==> config.mk <==
export PLATFORM = sky130hd
export DESIGN_NAME = nibble_serial_adder
export DESIGN_NICKNAME = d
export VERILOG_FILES = /design/src/rtl/nibble_serial_adder.sv
export SDC_FILE = /design/constraint.sdc
export NUM_CORES = 1
export LEC_CHECK = 0
export ABC_AREA = 1
export ABC_CLOCK_PERIOD_IN_PS = 4600
export BUFFER_PORTS_ARGS = -buffer_cell sky130_fd_sc_hd__buf_2
export CAP_MARGIN = 20
export CORE_MARGIN = 2
export CORE_UTILIZATION = 30
export DETAILED_ROUTE_END_ITERATION = 10
export GPL_ROUTABILITY_DRIVEN = 0
export PLACE_DENSITY = 0.53
export RECOVER_POWER = 25
export SLEW_MARGIN = 20
export SYNTH_ARGS = -nofsm -noshare
export SYNTH_HDL_FRONTEND = slang
export SYNTH_HIERARCHICAL = 1
export SYNTH_SLANG_ARGS = --single-unit
==> constraint.sdc <==
create_clock -name clk -period 4.6 [get_ports clk]
set_clock_uncertainty 0.05 [all_clocks]
set_input_delay 0.69 -clock clk [delete_from_list [all_inputs] [get_ports clk]]
set_output_delay 0.69 -clock clk [all_outputs]
set_load 0.01 [all_outputs]
==> src/rtl/nibble_serial_adder.sv <==
// nibble_serial_adder: WIDTH-bit adder that reuses one 4-bit carry-lookahead adder, one nibble per cycle.

module cla (
  input  logic [3:0] a,
  input  logic [3:0] b,
  input  logic       cin,
  output logic [3:0] sum,
  output logic       cout
);
  logic [3:0] g, p;
  logic [4:0] c;
  always_comb begin
    g = a & b;
    p = a ^ b;
    c[0] = cin;
    c[1] = g[0] | (p[0] & cin);
    c[2] = g[1] | (p[1] & g[0]) | (p[1] & p[0] & cin);
    c[3] = g[2] | (p[2] & g[1]) | (p[2] & p[1] & g[0]) | (p[2] & p[1] & p[0] & cin);
    c[4] = g[3] | (p[3] & g[2]) | (p[3] & p[2] & g[1]) | (p[3] & p[2] & p[1] & g[0])
         | (p[3] & p[2] & p[1] & p[0] & cin);
    sum = p ^ c[3:0];
    cout = c[4];
  end
endmodule

module nibble_serial_adder #(
  parameter int WIDTH = 16
) (
  input  logic             clk,
  input  logic             rst,
  input  logic             in_valid,
  output logic             in_ready,
  input  logic [WIDTH-1:0] a,
  input  logic [WIDTH-1:0] b,
  input  logic             cin,
  output logic             out_valid,
  input  logic             out_ready,
  output logic [WIDTH-1:0] sum,
  output logic             cout,
  output logic             ovf
);
  localparam int NIB = WIDTH / 4;
  localparam int IW = NIB > 1 ? $clog2(NIB) : 1;
  localparam logic [IW-1:0] LAST = IW'(NIB - 1);
  typedef enum logic [1:0] {IDLE, RUN, DONE} state_t;
  state_t state;
  logic [WIDTH-1:0] a_r, b_r;
  logic carry_r;
  logic [IW-1:0] idx;
  logic [3:0] ns;
  logic nc;
  cla u_cla (
    .a(a_r[4*idx +: 4]),
    .b(b_r[4*idx +: 4]),
    .cin(carry_r),
    .sum(ns),
    .cout(nc)
  );
  // rst gates in_ready so no operand is acknowledged while reset is held
  assign in_ready = (state == IDLE) && !rst;
  assign out_valid = state == DONE;
  always_ff @(posedge clk or posedge rst) begin
    if (rst) begin
      state <= IDLE;
      a_r <= '0;
      b_r <= '0;
      carry_r <= 1'b0;
      idx <= '0;
      sum <= '0;
      cout <= 1'b0;
      ovf <= 1'b0;
    end else begin
      case (state)
        IDLE: if (in_valid) begin
          a_r <= a;
          b_r <= b;
          carry_r <= cin;
          idx <= '0;
          state <= RUN;
        end
        RUN: begin
          sum[4*idx +: 4] <= ns;
          carry_r <= nc;
          idx <= idx + 1'b1;
          if (idx == LAST) begin
            cout <= nc;
            ovf <= nc ^ (a_r[WIDTH-1] ^ b_r[WIDTH-1] ^ ns[3]);
            state <= DONE;
          end
        end
        DONE: if (out_ready) state <= IDLE;
        default: state <= IDLE;
      endcase
    end
  end
endmodule

[Yosys cells after proc, flatten, opt, wreduce, memory -nomap -nowiden]
Index checks and enable logic that the tools add are counted.
Word-level totals
  bits in registers: 55
  bits of input ports: 37
  output and inout port bits: 20
  logic and storage cells: 69
Cells by class
  add/subtract/negate cells: 2
  equal/unequal tests: 6
  shift-type cells: 4
  mux-type cells: 9
  bitwise operators: 32
  reductions and logical operators: 8
Operators by type and width (number)
  negation 4 -> 34 bit: 1
  variable shift 4 x 34 -> 16 bit (first input constant): 1
  indexed part select 4 x 34 -> 16 bit: 1
  indexed part select 16 x 5 -> 4 bit: 2
  bitwise AND 1 bit: 16
  bitwise mux 16 bit: 1
  bitwise OR 1 bit: 10
  2-to-1 mux 2 bit: 4
  XOR 4 bit: 2
  one-hot mux 2 bit (3 select lines): 1
  AND reduction 2 bit: 3
  bitwise AND 4 bit: 1
  == test 2 bit (second input constant): 2
  inequality test 2 bit (second input constant): 2
  one-hot mux 2 bit (2 select lines): 1
  AND reduction 3 bit: 1
  XOR 1 bit: 3
  adder 2 x 1 -> 2 bit (second input constant): 1
  == test 2 x 1 -> 1 bit (second input constant): 1
  logical NOT 2 bit: 1
  inequality test 2 x 1 -> 1 bit (second input constant): 1
  one-hot mux 1 bit (2 select lines): 1
  nonzero test 2 bit: 1
  logical AND 1 bit: 1
  other kinds (2): 2

[Longest topological paths before layout]
Gate-level depths: netlist (run 1).
  word-level depth: 9
  depth in mapped cells: 17

[Hierarchy]
Netlist (run 1), hierarchy kept.
Modules (own cells, without submodules)
  nibble_serial_adder: times used 1, cells an instance 325, area each 2635.0 sq um, seq. area each 1376.3 sq um
  cla: times used 1, cells an instance 31, area each 188.9 sq um, seq. area each 0.0 sq um

[Worst setup path before layout (run 1)]
OpenSTA, ideal clock, no wires.
  path kind: reg-to-reg
  from: reg idx[0]
  to: reg ovf
  library setup time: 0.117 ns
  data arrival time: 1.988 ns
  data required time: 4.433 ns
  setup slack: 2.445 ns
  cell stages (with the launch flop): 17
  path buffers: 2
  clock period less this slack: 2.155 ns
  cell sequence: dfrtp_1 > buf_2 > buf_2 > nor2_1 > o22ai_1 > ha_1 > or2_0 > nand2_1 > nand2_1 > nand2_1 > nand2_1 > inv_1 > nand2_1 > nand2_1 > nand2_1 > nand3_1 > nand2_1
On the way
  cells in the longest elaborated chain, start to end: 9
  elaborated cells on any way between the ends: 28
RTL lines
  start: declaration: RTL line 49  | logic [IW-1:0] idx;
  start signal: assignment: RTL line 84  | idx <= idx + 1'b1;
  indexed part select 16 x 5 -> 4 bit, on equally long branches: RTL line 53, 54
  XOR 4 bit or bitwise AND 4 bit (tied branches): RTL line 14, 13
  bitwise AND 1 bit: RTL line 18  | c[3] = g[2] | (p[2] & g[1]) | (p[2] & p[1] & g[0]) | (p[2] & p[1] & p[0] & cin);
  bitwise OR 1 bit or bitwise AND 1 bit (tied branches) (2 in series): RTL line 18
  bitwise OR 1 bit: RTL line 18
  XOR 4 bit (*): RTL line 21  | sum = p ^ c[3:0];
  net ns[3]: RTL line 50  | logic [3:0] ns;
  XOR 1 bit (*) (2 in series): RTL line 87  | ovf <= nc ^ (a_r[WIDTH-1] ^ b_r[WIDTH-1] ^ ns[3]);
  end signal: assignment: RTL line 87
  end: declaration: RTL line 40  | output logic ovf
Mark *: on every way through the listed nets, which the timed path passes. The rest lies on a longest branch.
A chain may end at the register's enable or synchronous reset.

==> summary.txt, run 1 <==
Floorplanning
  • Core Area: 9196 um2
  • Die height: 101.0 um
  • Initial core utilization: 0.3071
  • Die ar.: 10210 um2
  • I/O pin total: 57
  • Row cnt: 35
  • Die W: 101.0 um

Layout
  • Multi-input gate area: 1257 um2
  • Inserted Diodes: 0
  • Final core utilization: 0.3536
  • Final Instance Count excl. Fillers: 521
  • Layout area overhead: 15.15%
  • FF/Latch Area: 1376 um2
  • # fillers: 1009
  • Nets: 456
  • Share of layout cells above drive strength 1: 0.1878

Global routing
  • Total gr overflow: 0
  • First-pass GRT wire length: 10700 um
  • Tot GR Track Use: 0.1312
  • Vias in the first global route: 2321
  • Initial antenna violation count: 0
  • Largest net degree at the start of global routing: 56

Power and ir drop
  • Peak supply drop: 0.2618 mV
  • Internal power: 1.341 mW
  • Sw Ratio: 0.4853
  • Switching power: 1.264 mW
  • Sequential group share of total power: 0.335
  • PwrDens: 801.1 nW/um2
  • Leakage power total: 1.801 nW
  • Clock power share: 0.104
  • Comb power frac: 0.560

Yosys
  • Synth top area share: 0.4874
  • Cells taking the most area after synthesis: dfrtp_1, nand2_1, o21ai_0
  • Post-Synthesis Cells: 356
  • Share of the yosys chip area belonging to registers: 0.4874
  • Post-Synthesis Cell Area: 2824 um2
  • Synth cell types: 28
  • Largest area contributor in the netlist: dfrtp_1
  • Synth warn: 6
  • Synth Area per Inst: 7.932 um2
  • Syn nets: 403
  • #FFs+latches synth: 55

Clock network
  • Htree depth: 2
  • Worst-skew pair later-pin latency: 310 ps
  • Max clock buf depth: 2
  • CTS Hold Buffers Added: 0
  • CTS tree: yes
  • Sink Count: 55
  • Cts bufs inserted: 5
  • Clock transition at path regs: 100 ps
  • Root Buffer: clkbuf_8
  • CTS resizes: 0
  • Post-CTS Setup Bufs: 0

Routing
  • DR vias: 2401
  • 1st-iter DRT viols: 106
  • Drt pass-1 iters: 4
  • Total wire length: 6376 um
  • DR WL/cell: 12.24 um
  • Routed vias/inst: 4.608
  • Post-route DRC: 0
  • Detail Route Antenna Nets: 0

Timing
  • Worst slew pin tran: 2994 ps
  • Final setup viols: 0
  • RSZ-0062 raised after global routing: no
  • Peak Freq: 309.7 MHz
  • Final min period: 3228 ps
  • Period utilisation layout: 0.7018
  • Final setup TNS: 0 ps
  • Max-slew headroom: -0.9957
  • Fin. Hold Viols: 0
  • Hold slack final: 437.0 ps
  • Max-slew violations: 56

Placement
  • Cell count after placement: 513
  • Port bufs: 56
  • DP Wirelength: 4589 um

Setup path
  • Reg2Reg Setup Slack: 1540 ps
  • Worst Path Arrival: 2960 ps
  • Crit path max fanout: 55
  • Kind of critical path: input pin to asynchronous set/reset pin
  • Startpoint types: input pin
  • Crit. End Element: asynchronous set/reset pin
  • Required @ worst endpoint: 4330 ps

Min path
  • Worst hold path type: flop to flop

Job
  • Max Cap Viol: 1

Status
  • Status: complete, but fails checks
  • Failing checks: max-capacitance violations, max-slew violations
[power by group through the flow]
stage	clock, mW	combinational (mW)	sequential (mW)
floorplan	0	1.16	0.850
global placement	0	1.45	0.881
detailed placement	0	1.47	0.886
CTS	0.280	1.48	0.876
global route	0.296	1.71	0.904
finish	0.272	1.46	0.874
[cell families (layout without fill, tap and decap cells)]
family | count (synthesis) | in the layout | synth area share
AOI/OAI and AO/OA | 44 | 44 | 0.08418
xor gates and xnor gates | 1 | 1 | 0.003102
adders and majority gates | 10 | 10 | 0.04697
buffers and inverters | 40 | 94 | 0.06735
DFF | 55 | 55 | 0.4874
and+or+nand+nor | 206 | 206 | 0.3110
[cells in the mapped netlist (all sizes together)]
cell and count:
nand2 158, or2 1, buf 10, o21ai 33, clkbuf 1, nand3b 4, o211ai 1, a21oi 2
o31ai 1, inv 29, fa 1, nand3 10, dfrtp 55, ha 9, o22ai 7, xnor2 1
nand4 2, nor3 1, nor2 30
[through the flow]
step	power, mW	area [um2]	setup slack (ps)
final	2.605	3252	1372
after global routing	2.907	3252	717.6
after CTS	2.634	3257	1543
after detailed placement	2.359	3172	1551
after global placement	2.329	3172	1708
after floorplan	2.011	2824	2445
[path summary, 6_finish.rpt]
| path | startpoint | to | depth (start not counted) |
|---|---|---|---|
| setup / recovery | rst | b_r[12] | 3 |
| hold / removal | sum[6] | sum[6] | 2 |
| setup reg to reg | idx[0] | ovf | 15 |
| hold reg to reg | sum[6] | sum[6] | 2 |
| max in group clk | idx[0] | ovf | 15 |
| min in group asynchronous | rst | sum[14] | 3 |
[routing by layer]
| metal | share of wire | wire length (um) | up-vias | track usage |
|---|---|---|---|---|
| met3 | 0.043 | 276 | 7 | 0.02497 |
| met4 | 0.012 | 74 | 0 | 0.03430 |
| li1 | - | - | 1222 | - |
| met5 | 0 | 0 | - | 0 |
| met2 | 0.46 | 2920 | 61 | 0.2159 |
| met1 | 0.49 | 3104 | 1111 | 0.1777 |
[flip-flops by register name (all words and copies together), names as in the netlist]
name and flops:
a_r 16, cout 1, idx 2, b_r 16, state 2, sum 16
carry_r 1, ovf 1
[cells in the final DEF, fill, tap and decap left out, drive strengths merged]
master / n
xnor2: 1
o31ai: 1
inv: 28
a21oi: 2
ha: 9
dfrtp: 55
nand3b: 4
fa: 1
o22ai: 7
nand2: 158
nor2: 30
o211ai: 1
o21ai: 33
nand3: 10
clkinv: 2
nand4: 2
or2: 1
clkbuf: 8
buf: 55
nor3: 1
clkinvlp: 1
[cell type report]
type / instances / area share
multi-input cells: 261 / 0.3867
repair buffers: 57 / 0.08696
clock buffers: 6 / 0.02232
well taps: 111 / 0.04271
flip-flops and latches: 55 / 0.4232
inverters: 29 / 0.03424
clock inverters: 2 / 0.003848
[critical path: stages]
cell and delay (ps):
clkbuf_1 80, clkinv_1 40, clkbuf_1 2100
Note: power is estimated with default switching activity, not from simulation.
==> run 2, diff against run 1 <==
--- a/config.mk
+++ b/config.mk
@@ -5,8 +5,8 @@
 export SDC_FILE = /design/constraint.sdc
 export NUM_CORES = 1
 export LEC_CHECK = 0
-export ABC_AREA = 1
-export ABC_CLOCK_PERIOD_IN_PS = 4600
+export ABC_AREA = 0
+export ABC_CLOCK_PERIOD_IN_PS = 3050
 export BUFFER_PORTS_ARGS = -buffer_cell sky130_fd_sc_hd__buf_2
 export CAP_MARGIN = 20
 export CORE_MARGIN = 2
==> constraint.sdc (replaced) <==
create_clock -name clk -period 3.05 [get_ports clk]
set_clock_uncertainty 0.05 [all_clocks]
set_input_delay 0.4575 -clock clk [delete_from_list [all_inputs] [get_ports clk]]
set_output_delay 0.4575 -clock clk [all_outputs]
set_load 0.01 [all_outputs]
==> summary.txt, run 2 <==
Status
  • Status: complete, no violations

Setup path
  • R2R cell count: 8 (-7)
  • Startpoint types: flop
  • Cell count along the critical path: 8 (+5)
  • Crit. End Element: flop
  • R2r endpoint: ovf
  • Slowest stage delay, CP: 590 ps (-1510 ps)
  • CP Cell Sequence: mux4_2 -> ha_1 -> a21o_1 -> a31o_1 -> xor2_1 -> xnor2_1 -> xnor2_1 -> o21ai_0
  • Crit-path leading delay family: flip-flops
  • Kind of critical path: flop to flop
  • Critical path endpoint: ovf
  • CP Buf/Inv Count: 0 (-3)
  • CP max stage cell: dfrtp_1
  • Required @ worst endpoint: 3180 ps (-1150 ps)
  • Crit path from: idx[0]
  • Crit path max fanout: 7 (-87%)
  • Worst Path Arrival: 2890 ps (-70 ps)
  • Most numerous cell on the critical path: xnor2_1
  • RR Startpoint: idx[0]
  • Reg2Reg Setup Slack: 290 ps (-1250 ps)

Timing
  • Final setup viols: 0 (unchanged)
  • Period utilisation layout: 0.9056
  • RSZ-0062 raised after global routing: no
  • Max-slew violations: 0 (-100%)
  • Fin. Hold Viols: 0 (unchanged)
  • Peak Freq: 362.1 MHz
  • Worst slew pin tran: 1352 ps (-1642 ps)
  • Final setup TNS: 0 ps (unchanged)
  • Final min period: 2762 ps
  • Max-slew headroom: 0.09873 (+1.094)

Layout
  • Nets: 303 (-34%)
  • Final instance area: 3114 um2 (-4.2%)
  • # fillers: 904 (-10%)
  • Commonest cells after routing, fill and taps aside: dfrtp_1, buf_2, mux2_2, nand2_1, o21ai_0
  • Top Registers: a_r (16), b_r (16), sum (16)
  • Share of layout cells above drive strength 1: 0.4358 (+0.2480)
  • Layout area overhead: 17.35%
  • Inserted Diodes: 0 (unchanged)

Routing
  • Routed vias/inst: 4.627 (+0.41%)
  • Detail Route Antenna Nets: 0 (unchanged)
  • Drt pass-1 iters: 4 (unchanged)
  • Total wire length: 5110 um (-20%)
  • DR WL/cell: 14.00 um (+14%)
  • Post-route DRC: 0 (unchanged)
  • 1st-iter DRT viols: 62 (-42%)
  • DR vias: 1689 (-30%)

Yosys
  • Syn nets: 244 (-39%)
  • Compound-Gate Fraction of Synth Area: 0.06931 (-0.01488)
  • #FFs+latches synth: 55 (unchanged)
  • Mux cell area share after synthesis: 0.2117 (+0.2117)
  • Largest area contributor in the netlist: dfrtp_1
  • Post-Synth XOR/XNOR Area: 0.01980 (+0.01670)
  • Synth cell types: 34 (+21%)
  • Post-synth EDFFs: 0 (unchanged)
  • Count leader, synth: dfrtp_1
  • Cells taking the most area after synthesis: dfrtp_1, mux2_2, mux4_2
  • Main combinational cell family by area after synthesis: multiplexers
  • Synth top area share: 0.5186 (+0.03125)
  • Synth warn: 6 (unchanged)
  • Share of the yosys chip area belonging to registers: 0.5186 (+0.03125)
  • Adder-cell area share of the yosys netlist: 0.04998 (+0.003011)
  • Top_reg_cell synth: dfrtp_1
  • Asr flop ratio synth: 1.000 (unchanged)
  • Post-Synthesis Cell Area: 2654 um2 (-6.0%)
  • Simple-Gate Fraction of Synth Area: 0.09005 (-0.2210)
  • Post-synth top cells: dfrtp_1, mux2_2, nand2_1, o21ai_0
  • Synth Area per Inst: 13.47 um2 (+70%)
  • Post-Synthesis Cells: 197 (-45%)

Floorplanning
  • Die W: 98.06 um (-2.9%)
  • Core Area: 8636 um2 (-6.1%)
  • Die ar.: 9615 um2 (-5.8%)
  • I/O pin total: 57 (unchanged)
  • Die height: 98.06 um (-2.9%)
  • Row cnt: 34 (-2.9%)
  • Initial core utilization: 0.3073 (about the same)

Global routing
  • Tot GR Track Use: 0.1156 (-0.01556)
  • Total gr overflow: 0 (unchanged)
  • Initial antenna violation count: 0 (unchanged)
  • Largest net degree at the start of global routing: 56 (unchanged)
  • First-pass GRT wire length: 8970 um (-16%)
  • Vias in the first global route: 1761 (-24%)

Clock network
  • Post-CTS Setup Bufs: 0 (unchanged)
  • Max clock buf depth: 2 (unchanged)
  • Sink Count: 55 (unchanged)
  • CTS resizes: 0 (unchanged)
  • Root Buffer: clkbuf_8
  • CTS Hold Buffers Added: 0 (unchanged)
  • CTS tree: yes
  • Worst-skew pair later-pin latency: 310 ps (about the same)
  • Cts bufs inserted: 5 (unchanged)
  • Htree depth: 2 (unchanged)
  • Clock transition at path regs: 100 ps (about the same)

Min path
  • Worst Hold Depth: 2 (unchanged)
  • Worst hold path type: input pin to flop

Power and ir drop
  • Leakage power total: 1.455 nW (-19%)
  • PwrDens: 1250 nW/um2 (+56%)
  • Peak supply drop: 0.4448 mV (+70%)

Placement
  • Port bufs: 56 (unchanged)
  • DP Wirelength: 3826 um (-17%)
  • Placed Instance Area: 3033 um2 (-4.4%)

Job
  • Max Cap Viol: 0 (-1)
-- run 2: cell types whose count changed in the layout (fill, tap and decap cells not counted), sizes merged, moves of 7 or more --
cell,change
inv,-20
o22ai,-7
mux2,+33
a22o,+8
nand3,-10
o21ai,-20
mux4,+8
nand2,-137
nor2,-28
-- run 2: worst register-to-register path, cell delays in order (launching register included) --
cell and delay, ps:
dfrtp_1 590, mux4_2 580, ha_1 320, a21o_1 200, a31o_1 260, xor2_1 250
xnor2_1 170, xnor2_1 130, o21ai_0 90
-- run 2: stage by stage --
stage / worst slack (ps) / hold slack (ps) / std cells / util / power [mW]
after global placement: 415.7 / 414.1 / 357 / 0.3512 / 3.506
after global routing: 44.96 / 291.2 / 365 / 0.3606 / 4.273
after detailed placement: 291.9 / 418.1 / 357 / 0.3512 / 3.551
final: 288.0 / 276.0 / 365 / 0.3606 / 3.892
after CTS: 207.2 / 269.3 / 365 / 0.3611 / 3.970
after floorplan: 379.8 / 403.2 / 197 / - / 2.947
-- run 2: routing by layer --
metal  routed length [um]  track usage  vias to the layer above
li1                     -            -                      814
met1                 2462       0.1626                      828
met2                 2330       0.1733                       43
met3                  293      0.03579                        4
met4                   23      0.03205                        0
met5                    0            0                        -
-- run 2: how the worst min path moves through the flow --
stage / start / to / slack, ps
after floorplan: a_r[6] / a_r[6] / 400
after global placement: sum[15] / sum[15] / 410
after detailed placement: sum[12] / sum[12] / 420
after CTS: out_ready / state[1] / 270
after global routing: out_ready / state[1] / 290
final: out_ready / state[1] / 280
-- run 2: cell type report --
type	instances	area [um2]	share of cell area
flip-flops and latches	55	1376	0.4419
clock inverters	2	12.51	0.004018
inverters	9	33.78	0.01085
well taps	108	135.1	0.04339
clock buffers	6	72.57	0.02330
multi-input cells	124	1170	0.3757
repair buffers	61	314.1	0.1008
-- run 2: cells by family (layout without fill, tap and decap cells) --
family / Yosys count / after routing
fa+ha+maj: 10 / 10
buf+inv: 18 / 78
flops: 55 / 55
mux: 42 / 42
compound gates: 28 / 28
simple gates: 38 / 38
xor+xnor: 6 / 6
-- run 2: report_power, final --
group / switching [mW] / internal, mW / total [mW] / leakage [nW]
combinational: 1.09 / 1.09 / 2.18 / 0.729
sequential: 0.250 / 1.07 / 1.32 / 0.684
clock: 0.234 / 0.161 / 0.395 / 0.0412
total: 1.57 / 2.32 / 3.89 / 1.45
